[config.mk]
export PLATFORM = sky130hd
export DESIGN_NAME = gates_test_reg
export DESIGN_NICKNAME = d
export VERILOG_FILES = /design/src/rtl/gates_test_reg.sv
export SDC_FILE = /design/constraint.sdc
export NUM_CORES = 1
export LEC_CHECK = 0
export BUFFER_PORTS_ARGS = -buffer_cell sky130_fd_sc_hd__buf_4
export CAP_MARGIN = 20
export CORE_MARGIN = 2
export CORE_UTILIZATION = 29
export CTS_BUF_LIST = sky130_fd_sc_hd__clkbuf_16
export DETAILED_ROUTE_END_ITERATION = 7
export RECOVER_POWER = 50
export SYNTH_ARGS = -nofsm -noshare
export SYNTH_HDL_FRONTEND = slang
export SYNTH_SLANG_ARGS = --single-unit
[constraint.sdc]
create_clock -name clk -period 0.8 [get_ports clk]
set_input_delay 0.24 -clock clk [delete_from_list [all_inputs] [get_ports clk]]
set_output_delay 0.24 -clock clk [all_outputs]
set_load 0.01 [all_outputs]
[src/rtl/gates_test_reg.sv]
// rtl/gates_test_reg.sv - registered bank of 4-state gate reference results
//
// Purpose:
//   Golden reference for gate-netlist checking. It computes NOT/BUF of src1
//   and src2. It also computes the 2-, 3- and 4-input AND/OR/XOR/NAND/NOR/XNOR
//   of src1..src4, using gate-primitive X/Z semantics. Every result is
//   registered once, so each output shows the inputs sampled at the previous
//   rising clk.
//
// Ports:
//   clk                      rising-edge clock
//   rst_n                    asynchronous active-low reset, clears all outputs
//   src1..src4   [SIZE-1:0]  operands A..D (bitwise, lanes independent)
//   out_not/out_buf          ~src1 / src1
//   out_not2/out_buf2        ~src2 / src2
//   out_{and,or,xor,nand,nor,xnor}        2-input gates of src1,src2
//   out_{and,or,xor,nand,nor,xnor}3       3-input gates of src1..src3
//   out_{and,or,xor,nand,nor,xnor}4       4-input gates of src1..src4

module gates_test_reg #(
    parameter int SIZE = 1
) (
    input  logic            clk,
    input  logic            rst_n,
    input  logic [SIZE-1:0] src1,
    input  logic [SIZE-1:0] src2,
    input  logic [SIZE-1:0] src3,
    input  logic [SIZE-1:0] src4,
    output logic [SIZE-1:0] out_not,
    output logic [SIZE-1:0] out_buf,
    output logic [SIZE-1:0] out_not2,
    output logic [SIZE-1:0] out_buf2,
    output logic [SIZE-1:0] out_and,
    output logic [SIZE-1:0] out_or,
    output logic [SIZE-1:0] out_xor,
    output logic [SIZE-1:0] out_nand,
    output logic [SIZE-1:0] out_nor,
    output logic [SIZE-1:0] out_xnor,
    output logic [SIZE-1:0] out_and3,
    output logic [SIZE-1:0] out_or3,
    output logic [SIZE-1:0] out_xor3,
    output logic [SIZE-1:0] out_nand3,
    output logic [SIZE-1:0] out_nor3,
    output logic [SIZE-1:0] out_xnor3,
    output logic [SIZE-1:0] out_and4,
    output logic [SIZE-1:0] out_or4,
    output logic [SIZE-1:0] out_xor4,
    output logic [SIZE-1:0] out_nand4,
    output logic [SIZE-1:0] out_nor4,
    output logic [SIZE-1:0] out_xnor4
);

    logic [SIZE-1:0] not_d,  not_q,  buf_d,  buf_q;
    logic [SIZE-1:0] not2_d, not2_q, buf2_d, buf2_q;
    logic [SIZE-1:0] and_d,  and_q,  or_d,   or_q,   xor_d,  xor_q;
    logic [SIZE-1:0] nand_d, nand_q, nor_d,  nor_q,  xnor_d, xnor_q;
    logic [SIZE-1:0] and3_d,  and3_q,  or3_d,  or3_q,  xor3_d,  xor3_q;
    logic [SIZE-1:0] nand3_d, nand3_q, nor3_d, nor3_q, xnor3_d, xnor3_q;
    logic [SIZE-1:0] and4_d,  and4_q,  or4_d,  or4_q,  xor4_d,  xor4_q;
    logic [SIZE-1:0] nand4_d, nand4_q, nor4_d, nor4_q, xnor4_d, xnor4_q;

    // The bitwise operators already follow gate-primitive rules lane by lane:
    // a controlling 0 (AND) or 1 (OR) wins over X, XOR of any X is X, and a Z
    // operand is read as X. The inverting gates are plain inversions, so an X
    // result stays X.
    always_comb begin
        not_d   = ~src1;
        // A bare copy would let a Z on src1 reach the flop. The double
        // inversion turns Z into X and leaves 0/1/X untouched.
        buf_d   = ~(~src1);
        not2_d  = ~src2;
        buf2_d  = ~(~src2);

        and_d   = src1 & src2;
        or_d    = src1 | src2;
        xor_d   = src1 ^ src2;
        nand_d  = ~and_d;
        nor_d   = ~or_d;
        xnor_d  = ~xor_d;

        and3_d  = src1 & src2 & src3;
        or3_d   = src1 | src2 | src3;
        xor3_d  = src1 ^ src2 ^ src3;
        nand3_d = ~and3_d;
        nor3_d  = ~or3_d;
        xnor3_d = ~xor3_d;

        and4_d  = src1 & src2 & src3 & src4;
        or4_d   = src1 | src2 | src3 | src4;
        xor4_d  = src1 ^ src2 ^ src3 ^ src4;
        nand4_d = ~and4_d;
        nor4_d  = ~or4_d;
        xnor4_d = ~xor4_d;
    end

    // Plain data flops: an X result is captured and held as X, never forced
    // to 0/1.
    always_ff @(posedge clk or negedge rst_n) begin
        if (!rst_n) begin
            not_q   <= '0;
            buf_q   <= '0;
            not2_q  <= '0;
            buf2_q  <= '0;
            and_q   <= '0;
            or_q    <= '0;
            xor_q   <= '0;
            nand_q  <= '0;
            nor_q   <= '0;
            xnor_q  <= '0;
            and3_q  <= '0;
            or3_q   <= '0;
            xor3_q  <= '0;
            nand3_q <= '0;
            nor3_q  <= '0;
            xnor3_q <= '0;
            and4_q  <= '0;
            or4_q   <= '0;
            xor4_q  <= '0;
            nand4_q <= '0;
            nor4_q  <= '0;
            xnor4_q <= '0;
        end else begin
            not_q   <= not_d;
            buf_q   <= buf_d;
            not2_q  <= not2_d;
            buf2_q  <= buf2_d;
            and_q   <= and_d;
            or_q    <= or_d;
            xor_q   <= xor_d;
            nand_q  <= nand_d;
            nor_q   <= nor_d;
            xnor_q  <= xnor_d;
            and3_q  <= and3_d;
            or3_q   <= or3_d;
            xor3_q  <= xor3_d;
            nand3_q <= nand3_d;
            nor3_q  <= nor3_d;
            xnor3_q <= xnor3_d;
            and4_q  <= and4_d;
            or4_q   <= or4_d;
            xor4_q  <= xor4_d;
            nand4_q <= nand4_d;
            nor4_q  <= nor4_d;
            xnor4_q <= xnor4_d;
        end
    end

    assign out_not   = not_q;
    assign out_buf   = buf_q;
    assign out_not2  = not2_q;
    assign out_buf2  = buf2_q;
    assign out_and   = and_q;
    assign out_or    = or_q;
    assign out_xor   = xor_q;
    assign out_nand  = nand_q;
    assign out_nor   = nor_q;
    assign out_xnor  = xnor_q;
    assign out_and3  = and3_q;
    assign out_or3   = or3_q;
    assign out_xor3  = xor3_q;
    assign out_nand3 = nand3_q;
    assign out_nor3  = nor3_q;
    assign out_xnor3 = xnor3_q;
    assign out_and4  = and4_q;
    assign out_or4   = or4_q;
    assign out_xor4  = xor4_q;
    assign out_nand4 = nand4_q;
    assign out_nor4  = nor4_q;
    assign out_xnor4 = xnor4_q;

endmodule

# Word-level counts from Yosys, hierarchy flattened
# Cells that the tools add are included.
dict set report word_totals {
  input_bits 6
  out_inout_bits 22
  word_cells 42
  regBits 22
}
dict set report op_classes {
  bitwise 20
}
# operator count
set op_table {}
lappend op_table {{1-bit NOT} 11}
lappend op_table {{1-bit AND} 3}
lappend op_table {{1-bit bitwise OR} 3}
lappend op_table {{1-bit bitwise XOR} 3}

# Depth between registers and ports, before layout
# Gate-level depths: netlist (run 1).
dict set report depth {
  word_depth 4
  depth_mapped 4
  mapped_depth_nobuf 3
}

# Worst setup path after synthesis (run 1)
# OpenSTA, ideal clock, no wires.
dict set report synth_path {
  path_kind {input -> register}
  from {in src1}
  to {reg xor4_q (netlist: out_xor4)}
  path_buffers 1
  cell_stages 4
  setup_slack_ns -0.330
  setup_ns 0.135
  t_required_ns 0.665
  arrival_time_ns 0.995
  cell_sequence {inv_1 -> ha_1 -> clkbuf_1 -> xor3_1}
}
dict set report synth_between {
  elab_chain_cells 3
}
# item line_no
set synth_lines {}
lappend synth_lines {{start: declaration} 25} ;# input logic [SIZE-1:0] src1,
lappend synth_lines {{1-bit bitwise XOR} --}
lappend synth_lines {{named net xor_d} 55} ;# logic [SIZE-1:0] and_d, and_q, or_d, or_q, xor_d, xor_q;
lappend synth_lines {{1-bit bitwise XOR (2 in series)} 90} ;# xor4_d = src1 ^ src2 ^ src3 ^ src4;
lappend synth_lines {{named net xor4_d} 59} ;# logic [SIZE-1:0] and4_d, and4_q, or4_d, or4_q, xor4_d, xor4_q;
lappend synth_lines {{end signal: assignment} 141} ;# xor4_q <= xor4_d;
lappend synth_lines {{end: declaration} 59}
# The timed path passes the listed nets, and every way through them passes these cells.

# Worst setup path after layout (run 1)
dict set report layout_path {
  from {reg xnor_q (netlist: out_xnor)}
  to {out out_xnor}
}
# item line_no
set layout_lines {}
lappend layout_lines {{start: declaration} 56} ;# logic [SIZE-1:0] nand_d, nand_q, nor_d, nor_q, xnor_d, xnor_q;
lappend layout_lines {{start signal: assignment} 132} ;# xnor_q <= xnor_d;
lappend layout_lines {{end: declaration} 38} ;# output logic [SIZE-1:0] out_xnor,
# No word-level cell between the ends.

==> results of run 1 <==
cell families (layout without fill, tap and decap cells):
logic type    count (synthesis)  count (layout)  synth area share, %
simple gates                  8               8                 7.03
buf+inv                       8              41                 5.32
fa+ha+maj                     2               2                 3.43
xor+xnor                      4               4                 8.75
flops                        22              22                 75.5
cell type report:
class / count / area (um2)
fill: 210 / 1260
sequential: 22 / 551
timing repair buffer: 33 / 337
multi-input combinational: 14 / 153
clock buffer: 3 / 75.1
tap: 30 / 37.5
inverter: 5 / 21.3
power by group:
part	switching, mW	internal, mW
Clock	0.344	0.658
Sequential	0.0380	1.19
Combinational	0.152	0.240
Yosys cell counts:
cell type,number,area [um2]
and2b_1,1,7.51
nand2_1,1,3.75
dfrtp_1,22,551
and3_1,1,6.26
xnor2_1,1,8.76
xnor3_1,1,22.5
clkbuf_2,1,5.00
or3b_1,1,8.76
xor3_1,1,23.8
buf_6,1,11.3
clkbuf_1,1,3.75
nor3b_1,1,7.51
xor2_1,1,8.76
and2_1,1,6.26
ha_1,2,25.0
inv_1,5,18.8
nand3_1,1,5.00
nand2b_1,1,6.26
final timing paths:
kind	slack (ns)	depth (start not counted)	end	from
worst max-delay path	-0.20	1	out_xnor	out_xnor$_DFF_PN0_
worst min-delay path	0.10	1	out_buf2$_DFF_PN0_	src2
max in group asynchronous	0.13	2	out_nand4$_DFF_PN0_	rst_n
min in group asynchronous	0.45	2	out_and3$_DFF_PN0_	rst_n
layer usage:
metal / vias up / global-route usage, % / wire length [um]
li1: 199 / - / -
met1: 207 / 11.1 / 479
met2: 21 / 16.9 / 681
met3: 4 / 3.33 / 82
met4: 0 / 7.50 / 31
met5: - / 0 / 0
timing repair:
item                       4_1_cts  5_1_grt
hold endpoints to repair        22        0
resized for setup               24        0
hold buffers                     1        0
pin swaps                        0        0
setup endpoints to repair       23       22
==> summary.txt, run 1 <==
Setup path
  • Crit path required time: 0.56 ns
  • Crit path cell chain: buf_6
  • Critical path class: reg2out
  • Critical path fanouts, max: 1
  • CP max-delay cell: dfrtp_1
  • CP startpoint kind: flip-flop
  • CP max stage delay: 0.38 ns
  • Critical path buffer and inverter count: 1
  • Worst path top cell family by delay: flip-flops
  • Crit end category: output port
  • Worst Path Arrival: 0.76 ns

Routing
  • Via density per instance: 4.03
  • Via count: 431
  • 1st-iter DRT viols: 7
  • Routed Antenna Nets: 0
  • First-pass iteration count of the detailed router: 2
  • DR WL/cell: 11.9 um
  • Post-route DRC: 0
  • WL final: 1270 um

STA
  • Hold WS: 0.101 ns
  • Final Cycle Share: 124%
  • Slew Viols, Final: 0
  • RSZ-0062 raised after global routing: yes
  • Final count of hold timing violations: 0
  • Fmax: 1000 MHz
  • Min Tclk post-route: 0.995 ns
  • Worst setup margin: -0.195 ns
  • Setup TNS: -4.21 ns
  • Max-slew headroom: 81.0%
  • # setup viols final: 29
  • Slew @ Worst Pin: 0.285 ns

GRT
  • GRT overflow: 0
  • Pin count of the biggest net entering global routing: 23
  • Total GRT Usage: 10.3%
  • Initial antenna violation count: 0
  • First-pass GRT wire length: 1950 um
  • Vias in the first global route: 427

Synth
  • Avg Inst Size Synth: 16.6 um2
  • Syn Std Cell Area: 729 um2
  • Yosys reg bits: 22
  • Sequential fraction of the synthesis area: 75.5%
  • Net Count, Synth: 52
  • Post-Syn Instances: 44
  • Netlist cell types: 18
  • Ys Warns: 0

Finish
  • Commonest non-fill, non-tap cell in the layout: buf_6
  • Fin area: 1170 um2
  • Fin nets: 87
  • Number of diodes: 0
  • Finished Core Util: 48.3%
  • Finished Layout Cells: 107
  • Fraction of layout cells with a size suffix above 1: 48.1%
  • Area Growth Syn to Fin: 60.9%
  • Most frequent cells in the layout: buf_6, dfrtp_1, buf_4

Die
  • FP Rows: 18
  • Io pins: 28
  • Die span in y: 54.2 um
  • Starting density of the core: 30.0%
  • Die Area: 2930 um2
  • Die Width: 54.2 um
  • Core footprint: 2430 um2

Placement
  • Place WS: -0.268 ns
  • I/O Buffers: 27
  • GPL Wtd Cong: 0.670
  • Placed cells: 103
  • DPL Wire Length: 893 um
  • Dpl cell area: 1020 um2

Clock network
  • CTS tree: yes
  • Post-CTS Setup Inserts: 0
  • CTS Root Cell: clkbuf_16
  • Clk sinks: 22
  • Clock slew at reported path FFs: 0.05 ns
  • Level count of the clock H-tree: 1
  • Clock buffer depth: 2
  • CTS Buf Count: 3

Flow run
  • Max-cap violations: 0

Outcome
  • Outcome: finished, violations left
  • Failing checks: negative setup slack

Pwr
  • Leakage power: 0.559 nW
  • VDD IR max: 1.24 mV
  • Pwr per Cell Area: 2240 nW/um2
  • Total power: 2.63 mW

Min path
  • Hold crit path type: in2reg
Note: power is estimated with default switching activity, not from simulation.
==> run 2, diff against run 1 <==
--- a/config.mk
+++ b/config.mk
@@ -7,7 +7,6 @@
 export LEC_CHECK = 0
 export BUFFER_PORTS_ARGS = -buffer_cell sky130_fd_sc_hd__buf_4
 export CAP_MARGIN = 20
-export CORE_MARGIN = 2
 export CORE_UTILIZATION = 29
 export CTS_BUF_LIST = sky130_fd_sc_hd__clkbuf_16
 export DETAILED_ROUTE_END_ITERATION = 7
==> run 2 against run 1 <==
Effect of this change: the flow still finishes with violations (negative setup slack); worst setup slack worse by 0.0011 ns; sequential share of layout area is 0.10 points higher; maximum frequency is 0.11% lower; first-iteration DRC count fell by 57%; flip-flop and latch count stayed put; via count increased by 2.6%; sequential power barely moved; wire length shrank 6.1%; hold slack better by 0.0039 ns; critical endpoint is now out_xor.
==> summary.txt, run 2 (synthesized netlist as in run 1, its figures left out) <==
STA
  • Slew Viols, Final: 0 (unchanged)
  • Fmax: 1000 MHz (-0.11%)
  • Max-slew headroom: 80.7% (-0.36 points)
  • RSZ-0062 raised after global routing: yes
  • Slew @ Worst Pin: 0.290 ns (+0.00545 ns)
  • # setup viols final: 27 (-6.9%)
  • Final count of hold timing violations: 0 (unchanged)
  • Min Tclk post-route: 0.997 ns (+0.00109 ns)
  • Final Cycle Share: 125% (+0.14 points)
  • Worst setup margin: -0.197 ns (-0.00109 ns)

Routing
  • Via density per instance: 4.21 (+4.5%)
  • WL final: 1200 um (-6.1%)
  • Post-route DRC: 0 (unchanged)
  • Routed Antenna Nets: 0 (unchanged)
  • 1st-iter DRT viols: 3 (-4)
  • First-pass iteration count of the detailed router: 2 (unchanged)
  • Via count: 442 (+2.6%)
  • DR WL/cell: 11.4 um (-4.3%)

Setup path
  • Critical path fanouts, max: 1 (unchanged)
  • CP max-delay cell: dfrtp_1
  • CP max stage delay: 0.38 ns (about the same)
  • Crit path cell chain: buf_6
  • Critical path buffer and inverter count: 1 (unchanged)
  • CP startpoint kind: flip-flop
  • Worst Path Arrival: 0.76 ns (about the same)
  • Crit end category: output port
  • Worst path top cell family by delay: flip-flops
  • Worst setup path startpoint: out_xor$_DFF_PN0_
  • Critical path class: reg2out
  • Crit path required time: 0.56 ns (about the same)

Finish
  • Most frequent cells in the layout: buf_6, dfrtp_1, buf_4
  • Fraction of layout cells with a size suffix above 1: 48.1% (unchanged)
  • Fin nets: 87 (unchanged)
  • Fillcell total: 201 (-4.3%)
  • Fin area: 1170 um2 (-0.21%)
  • Commonest non-fill, non-tap cell in the layout: buf_6
  • Sequential Area: 551 um2 (unchanged)
  • Area Growth Syn to Fin: 60.5%
  • Finished Core Util: 51.0% (+2.7 points)
  • Number of diodes: 0 (unchanged)
  • Multi-input gate area: 153 um2 (unchanged)
  • Finished Layout Cells: 105 (-1.9%)

Placement
  • Placed cells: 101 (-1.9%)
  • I/O Buffers: 27 (unchanged)
  • DPL Wire Length: 910 um (+1.9%)
  • Place WS: -0.276 ns (-0.00748 ns)
  • GPL Wtd Cong: 0.692 (+3.2%)
  • Dpl cell area: 1020 um2 (-0.24%)

Pwr
  • Sequential power share: 47.2% (+0.3 points)
  • Logic pwr share: 15.0% (about the same)
  • P_int: 2.09 mW (about the same)
  • Pwr per Cell Area: 2230 nW/um2 (-0.47%)
  • Switch share: 19.8% (-0.53 points)
  • Leakage power: 0.560 nW (+0.12%)
  • VDD IR max: 1.11 mV (-10%)
  • P_sw: 0.517 mW (-3.3%)
  • Clk pwr share: 37.8% (-0.4 points)

Die
  • Die Width: 52.2 um (-3.7%)
  • Die span in y: 52.2 um (-3.7%)
  • Die Area: 2720 um2 (-7.2%)
  • Starting density of the core: 31.8% (+1.8 points)
  • Core footprint: 2300 um2 (-5.6%)
  • FP Rows: 17 (-1)
  • Io pins: 28 (unchanged)

Clock network
  • Post-CTS Setup Inserts: 0 (unchanged)
  • Clock buffer depth: 2 (unchanged)
  • Clock slew at reported path FFs: 0.05 ns (about the same)
  • CTS Root Cell: clkbuf_16
  • CTS tree: yes
  • Level count of the clock H-tree: 1 (unchanged)
  • Clk sinks: 22 (unchanged)
  • CTS Buf Count: 3 (unchanged)

GRT
  • Pin count of the biggest net entering global routing: 23 (unchanged)
  • GR Util met2: 17.3% (+0.44 points)
  • Vias in the first global route: 397 (-7.0%)
  • Total GRT Usage: 10.6% (+0.24 points)
  • Met3 global-route usage: 4.39% (+1.1 points)
  • GRT overflow: 0 (unchanged)
  • First-pass GRT wire length: 1860 um (-4.6%)
  • GRT busiest layer: met2
  • Grt met1 use: 10.6% (-0.49 points)
  • Initial antenna violation count: 0 (unchanged)

Min path
  • Hold crit path type: in2reg
  • Hold_sp: src1

Outcome
  • Outcome: finished, violations left
  • Failing checks: negative setup slack

Flow run
  • Max-cap violations: 0 (unchanged)
-- run 2: cell types whose count changed in the layout (fill, tap and decap cells not counted) --
cell,delta
and2_0,-1
and2_1,+1
buf_4,-1
clkbuf_4,+1
-- run 2: repair_timing --
action                                  in CTS  in global routing
hold buffers                                 1                  0
endpoints found under the hold margin       22                  0
endpoints found under the setup margin      24                 22
gates resized for setup                     24                  0
gates cloned                                 0                  0
-- run 2: power by group through the flow --
stage                     logic, mW  clock network [mW]  registers [mW]
after floorplan               0.116                   0            1.28
after global placement        0.357                   0            1.23
after detailed placement      0.361                   0            1.23
after CTS                     0.416                1.02            1.23
after global routing          0.424                1.08            1.24
final                         0.392               0.986            1.23
-- run 2: layer usage --
layer / routed length [um] / part of all wire, %
met1: 439 / 37
met2: 642 / 54
met3: 77 / 6.4
met4: 37 / 3.1
met5: 0 / 0
-- run 2: final timing paths --
check	to	slack, ns	cells past startpoint
min	out_buf$_DFF_PN0_	0.10	1
max	out_xor	-0.20	1
min in group asynchronous	out_and4$_DFF_PN0_	0.44	2
max in group asynchronous	out_or$_DFF_PN0_	0.13	2
-- run 2: area by class of cell --
cell class | instances | area share (%)
Sequential cell | 22 | 47.0
Timing Repair Buffer | 33 | 28.7
Multi-Input combinational cell | 14 | 13.0
Clock buffer | 3 | 6.41
Tap cell | 28 | 2.99
Inverter | 5 | 1.82
-- run 2: metrics by stage --
step           hold WS [ns]  total power, mW  TNS [ns]
3_5_place_dp          0.138             1.60     -2.27
4_1_cts               0.142             2.66     -4.00
2_1_floorplan       -0.0556             1.39    -0.473
3_3_place_gp          0.137             1.59     -2.10
6_report              0.105             2.61     -4.04
5_1_grt              0.0972             2.74     -4.83
